## src/rtl/audio_i2s_fifo_tx.sv

```systemverilog
// I2S transmitter fed from a first-word-fall-through FIFO; BCLK divided down from clk.
// Define AUDIO_I2S_TX_HOLD_ON_UNDERFLOW_EN to repeat the last read frame on underflow.
module audio_i2s_fifo_tx #(
  parameter int unsigned sample_width     = 16,
  parameter int unsigned bclk_div         = 4,
  parameter int unsigned simulation_delay = 1
) (
  input  logic                      clk,
  input  logic                      rst,
  input  logic                      en,
  output logic                      fifo_ren,
  input  logic                      fifo_empty,
  input  logic [2*sample_width-1:0] fifo_dout,
  output logic                      i2s_bclk,
  output logic                      i2s_lrck,
  output logic                      i2s_sdata,
  output logic                      underflow,
  output logic                      busy
);

  localparam int unsigned FrameW = 2 * sample_width;
  localparam int unsigned BitW   = $clog2(FrameW);
  localparam int unsigned DivW   = (bclk_div > 1) ? $clog2(bclk_div) : 1;

  localparam logic [DivW-1:0] DivLast  = DivW'(bclk_div - 1);
  localparam logic [BitW-1:0] BitLast  = BitW'(FrameW - 1);
  localparam logic [BitW-1:0] RightPos = BitW'(sample_width);

  typedef enum logic [0:0] {StIdle, StRun} state_e;

  state_e              state_q, state_d;
  logic [DivW-1:0]     div_q, div_d;
  logic [BitW-1:0]     bit_q, bit_d;
  logic                bclk_q, bclk_d;
  logic [FrameW-1:0]   sr_q, sr_d;
  logic [FrameW-1:0]   fill;
  logic                tick, fall, load_step;

  // Register updates carry no modelled delay; the parameter is kept for drop-in compatibility.
  logic unused_sim_delay;
  assign unused_sim_delay = (simulation_delay != 0);

`ifdef AUDIO_I2S_TX_HOLD_ON_UNDERFLOW_EN
  logic [FrameW-1:0] last_q, last_d;

  always_comb begin
    last_d = last_q;
    if (fifo_ren) last_d = fifo_dout;
  end

  always_ff @(posedge clk) begin
    if (rst) last_q <= '0;
    else     last_q <= last_d;
  end

  assign fill = last_q;
`else
  assign fill = '0;
`endif

  always_comb begin
    tick      = (state_q == StRun) && (div_q == DivLast);
    fall      = tick && bclk_q;
    // Falling step out of k=0 enters k=1: the single frame-load point.
    load_step = fall && (bit_q == '0);
    fifo_ren  = load_step && en && !fifo_empty && !rst;
    underflow = load_step && en && fifo_empty && !rst;
    busy      = (state_q == StRun);
    i2s_bclk  = bclk_q;
    i2s_lrck  = (state_q == StRun) && (bit_q >= RightPos);
    i2s_sdata = sr_q[FrameW-1];
  end

  always_comb begin
    state_d = state_q;
    div_d   = div_q;
    bit_d   = bit_q;
    bclk_d  = bclk_q;
    sr_d    = sr_q;
    unique case (state_q)
      StIdle: begin
        if (en) state_d = StRun;
      end
      StRun: begin
        div_d = tick ? '0 : div_q + 1'b1;
        if (tick) bclk_d = ~bclk_q;
        if (fall) begin
          bit_d = (bit_q == BitLast) ? '0 : bit_q + 1'b1;
          if (load_step) begin
            if (!en) begin
              state_d = StIdle;
              div_d   = '0;
              bit_d   = '0;
              bclk_d  = 1'b0;
              sr_d    = '0;
            end else if (!fifo_empty) begin
              sr_d = fifo_dout;
            end else begin
              sr_d = fill;
            end
          end else begin
            sr_d = {sr_q[FrameW-2:0], 1'b0};
          end
        end
      end
      default: state_d = StIdle;
    endcase
  end

  always_ff @(posedge clk) begin
    if (rst) begin
      state_q <= StIdle;
      div_q   <= '0;
      bit_q   <= '0;
      bclk_q  <= 1'b0;
      sr_q    <= '0;
    end else begin
      state_q <= state_d;
      div_q   <= div_d;
      bit_q   <= bit_d;
      bclk_q  <= bclk_d;
      sr_q    <= sr_d;
    end
  end

endmodule

```

## config.mk

```make
export PLATFORM = sky130hd
export DESIGN_NAME = audio_i2s_fifo_tx
export DESIGN_NICKNAME = d
export VERILOG_FILES = /design/src/rtl/audio_i2s_fifo_tx.sv
export SDC_FILE = /design/constraint.sdc
export NUM_CORES = 1
export LEC_CHECK = 0
export CORE_AREA = 2 2 68 70
export CTS_CLUSTER_SIZE = 28
export DETAILED_ROUTE_END_ITERATION = 8
export DIE_AREA = 0 0 70 72
export GPL_ROUTABILITY_DRIVEN = 0
export GPL_TIMING_DRIVEN = 0
export PLACE_DENSITY = 0.77
export REMOVE_ABC_BUFFERS = 1
export SLEW_MARGIN = 10
export SYNTH_ARGS = -nofsm -noshare
export SYNTH_HDL_FRONTEND = slang
export SYNTH_SLANG_ARGS = --single-unit
```

## constraint.sdc

```tcl
create_clock -name clk -period 2.4 [get_ports clk]
set_clock_uncertainty 0.1 [all_clocks]
set_input_delay 0.48 -clock clk [delete_from_list [all_inputs] [get_ports clk]]
set_output_delay 0.48 -clock clk [all_outputs]
set_load 0.01 [all_outputs]
```

# ---- Word-level counts from Yosys, hierarchy flattened
# Index checks and enable logic that the tools add are counted.
dict set report classes {
  n_mux 18
  n_addsub 2
  reduce_logical 13
  order_cmp 1
  n_bitwise 2
  eq_ne 2
}
# cell n
set ops {}
lappend ops {{2-to-1 mux 32 bit} 3}
lappend ops {{2-to-1 mux 5 bit} 3}
lappend ops {{logical AND 1 bit} 9}
lappend ops {{2-to-1 mux 2 bit} 4}
lappend ops {{2-to-1 mux 1 bit} 7}
lappend ops {{adder 5 x 1 -> 5 bit, second input constant} 1}
lappend ops {{equality test 5 bit, second input constant} 1}
lappend ops {{>= comparator 5 bit, second input constant} 1}
lappend ops {{logical NOT 5 bit} 1}
lappend ops {{adder 2 x 1 -> 2 bit, second input constant} 1}
lappend ops {{equality test 2 bit, second input constant} 1}
lappend ops {{logical NOT 1 bit} 2}
lappend ops {{inverter 1 bit} 2}
lappend ops {{case mux 1 bit (2 select lines)} 1}
lappend ops {{AND reduction 2 bit} 1}
dict set report word_totals {
  wordCells 43
  in_bits 36
  out_inout_bits 6
  regBits 41
}

# ---- Depth between registers and ports, before layout
dict set report depth {
  depth_word 7
  ltp_mapped 8
  depth_no_buf 6
}

# ---- Worst setup path after synthesis
# OpenSTA, ideal clock, no wires.
dict set report synth_timing {
  path_type {register -> output}
  start {register state_q (netlist: busy)}
  end {output port fifo_ren}
  required_ps 1820
  arrival_time_ps 1937
  path_slack_ps -117
  path_stages_with_launch 8
  cell_sequence {dfxtp_1 > clkbuf_1 > and2_1 > ha_1 > nor4b_4 > buf_2 > nand2_1 > nor4_1}
}
dict set report synth_via {
  elab_chain_len 6
}
# item line_no
set synth_rtl {}
lappend synth_rtl {{start: declaration} 31} ;# state_e state_q, state_d;
lappend synth_rtl {{start signal: assignment} 112} ;# state_q <= StIdle;
lappend synth_rtl {{start signal: assignment} 118} ;# state_q <= state_d;
lappend synth_rtl {{logical AND 1 bit} 62} ;# tick = (state_q == StRun) && (div_q == DivLast);
lappend synth_rtl {{logical AND 1 bit} 63} ;# fall = tick && bclk_q;
lappend synth_rtl {{logical AND 1 bit} 65} ;# load_step = fall && (bit_q == '0);
lappend synth_rtl {{logical AND 1 bit (3 in a row)} 66} ;# fifo_ren = load_step && en && !fifo_empty && !rst;
lappend synth_rtl {{end: declaration} 11} ;# output logic fifo_ren,
# No other way between the ends.

# ---- Final worst setup path
dict set report layout_timing {
  start {register div_q[0]}
  end {output port fifo_ren}
}
dict set report layout_via {
  elab_chain_len 7
}
# item line_no
set layout_rtl {}
lappend layout_rtl {{start: declaration} 32} ;# logic [DivW-1:0] div_q, div_d;
lappend layout_rtl {{start signal: assignment} 119} ;# div_q <= div_d;
lappend layout_rtl {{equality test 2 bit} 62}
lappend layout_rtl {{logical AND 1 bit} 62}
lappend layout_rtl {{logical AND 1 bit} 63}
lappend layout_rtl {{logical AND 1 bit} 65}
lappend layout_rtl {{logical AND 1 bit (3 in a row)} 66}
# No other way between the ends.

==> results.yml <==
flow_run:
  cap_violations: 0
cells_and_area:
  nNetsFinal: 324
  synthToLayoutAreaGrowth_pct: 30.3
  final_core_util_pct: 64.8
  drive_above_1_share_pct: 13.1
  fillers: 359
  diodes: 0
  final_cell_area_mm2: 0.00277
timing:
  worst-slew-pin-transition_ns: 0.865
  finalSetupViolCount: 0
  fmax_ghz: 0.419
  min_period_over_period_pct: 99.5
  min_period_ns: 2.39
  rsz0062_at_grt: "true"
  worst_slack_ns: 0.0129
  slew_headroom_pct: 42.3
  final_max_slew_viol_count: 0
  hold_viol: 0
synth:
  async_flop_share_pct: 0
  synth_edf_count: 0
  synth-seq-area-share_pct: 38.7
  synth_cells: 255
  synth.top_cells.by_count: "dfxtp_1 (41), nand4_1 (32), o21ai_0 (32)"
  synth_cell_types: 36
  synth_ff_type: "dfxtp_1"
  avgSynthCellArea_um2: 8.32
  synth.top_cell.area_share_pct: 38.7
  ys_top_cells_by_area: "dfxtp_1 (39%), a311oi_1 (13%), nand4_1 (9.4%), o21ai_0 (7.5%), nor2_1 (5.5%)"
  synth.largest_area_cell: "dfxtp_1"
  yosysMostFrequentCell: "dfxtp_1"
  syn_area_mm2: 0.00212
  ys_warn_count: 0
  ys_ff_latch: 41
global_route:
  grt_usage_pct: 22.4
  grt_max_degree: 48
  antenna_found_initial: 0
  grt-ovfl-total: 0
  first_global_vias: 1877
  grt_pass1_wl_mm: 9.17
drt:
  ant_nets: 0
  drc_errors: 0
  first_pass_iters: 4
  wl_per_cell_um: 16.3
  drt_iter0_drc: 173
  vias_per_cell: 6.23
  vias: 2087
  totalWireLength_mm: 5.46
power_and_ir_drop:
  power_mw: 1.36
  p_leak_nw: 0.819
  power_density_mw_per_mm2: 493
  vdd_ir_drop_max_mv: 0.341
placed_design:
  dpl_cell_area_mm2: 0.00252
  place_ws_ns: -0.768
  dp_hpwl_mm: 3.09
  io_buffers: 41
worst_setup_path:
  crit_arrival_ns: 1.81
  startpoint_type: "flip-flop"
  crit_fanout: 2
  cp_data_required_time_ns: 1.82
  worst_setup_path_end_kind: "output pin"
  crit_type: "flip-flop to output pin"
cts:
  cts_num_sinks: 41
  numCtsBuffers: 5
  clk-insertion-delay-late_ns: 0.30
  cts_buffer_depth: 2
  cts_tree: "built"
  path_clk_slew_ns: 0.07
  clock-root-buffer: "clkbuf_8"
  htreeDepth: 2
die:
  num_rows: 24
  die_area_mm2: 0.00504
  core-area_mm2: 0.00426
  die_y_um: 72
  start_util_pct: 49.8
  io_pins: 42
  die_w_um: 70
min_path:
  min_path_type: "flip-flop to flip-flop"
outcome:
  status: "finished, final reports clean"
timing repair:
item | 4_1_cts | 5_1_grt
resized for setup | 23 | 2
endpoints found under the setup margin | 41 | 19
hold buffers | 0 | 0
gates cloned | 1 | 0
endpoints found under the hold margin | 0 | 0
buffers inserted | 10 | 0
pin swaps | 4 | 4
sequential cells by signal, summed over array words and instances (netlist names):
register  flops
busy          1
i2s_bclk      1
bit_q         5
sr_q         32
div_q         2
cell type report:
cell class / instances / area [um2] / share of cell area (%)
Multi-Input combinational cell: 176 / 1190 / 43.0
Sequential cell: 41 / 827 / 29.9
Timing Repair Buffer: 52 / 554 / 20.0
Clock buffer: 5 / 68.8 / 2.49
Tap cell: 52 / 65.1 / 2.35
Clock inverter: 2 / 35.0 / 1.27
Inverter: 7 / 26.3 / 0.950
worst paths after layout:
path	startpoint	end	slack (ns)	depth (start not counted)
max	div_q[0]	fifo_ren	0.01	8
min	sr_q[0]	sr_q[0]	0.39	2
max reg2reg	div_q[0]	sr_q[1]	0.11	9
min reg2reg	sr_q[0]	sr_q[0]	0.39	2
worst max-delay path, stage by stage, from the launching register on:
cell and delay, ns:
dfxtp_2 0.36, ha_4 0.13, and2_4 0.14, ha_4 0.12, nor4b_4 0.23, buf_6 0.16, nand2_4 0.06, nor4_4 0.15
buf_2 0.17
stage by stage:
| step | cells | TNS (ns) | hold WS, ns |
|---|---|---|---|
| final | 335 | 0 | 0.388 |
| after detailed placement | 321 | -7.48 | 0.377 |
| after global routing | 335 | -0.193 | 0.401 |
| after floorplan | 224 | -6.17 | 0.322 |
| after CTS | 337 | -0.105 | 0.383 |
| after global placement | 317 | -35.63 | 0.343 |
metal layers:
layer	vias up	wire [um]	GRT usage [%]
met3	13	252	4.17
met1	975	2380	28.9
met2	63	2710	37.7
met4	0	108	8.12
met5	-	0	0
li1	1036	-	-
layout by cell type, fill, tap and decap left out, types with 6 or more instances in the layout:
cell type        count
dfxtp_1             38
clkdlybuf4s50_1     38
o21ai_0             32
nand4_1             32
nor2_1              31
a311oi_1            31
a21oi_1              7
inv_1                6
nand2_1              6
buf_4                6
kinds of logic after synthesis:
kind of cell    after synthesis  synth area share [%]
flops                        41                  38.7
simple gates                 89                  23.5
compound gates               82                  26.2
buf+inv                      38                  8.67
fa+ha+maj                     5                  2.95
power by group:
part / switching [mW] / internal (mW) / leakage (nW)
clock network: 0.238 / 0.302 / 0.0540
registers: 0.0184 / 0.690 / 0.332
logic: 0.0438 / 0.0699 / 0.433
Power figures use the tool's default switching activity.
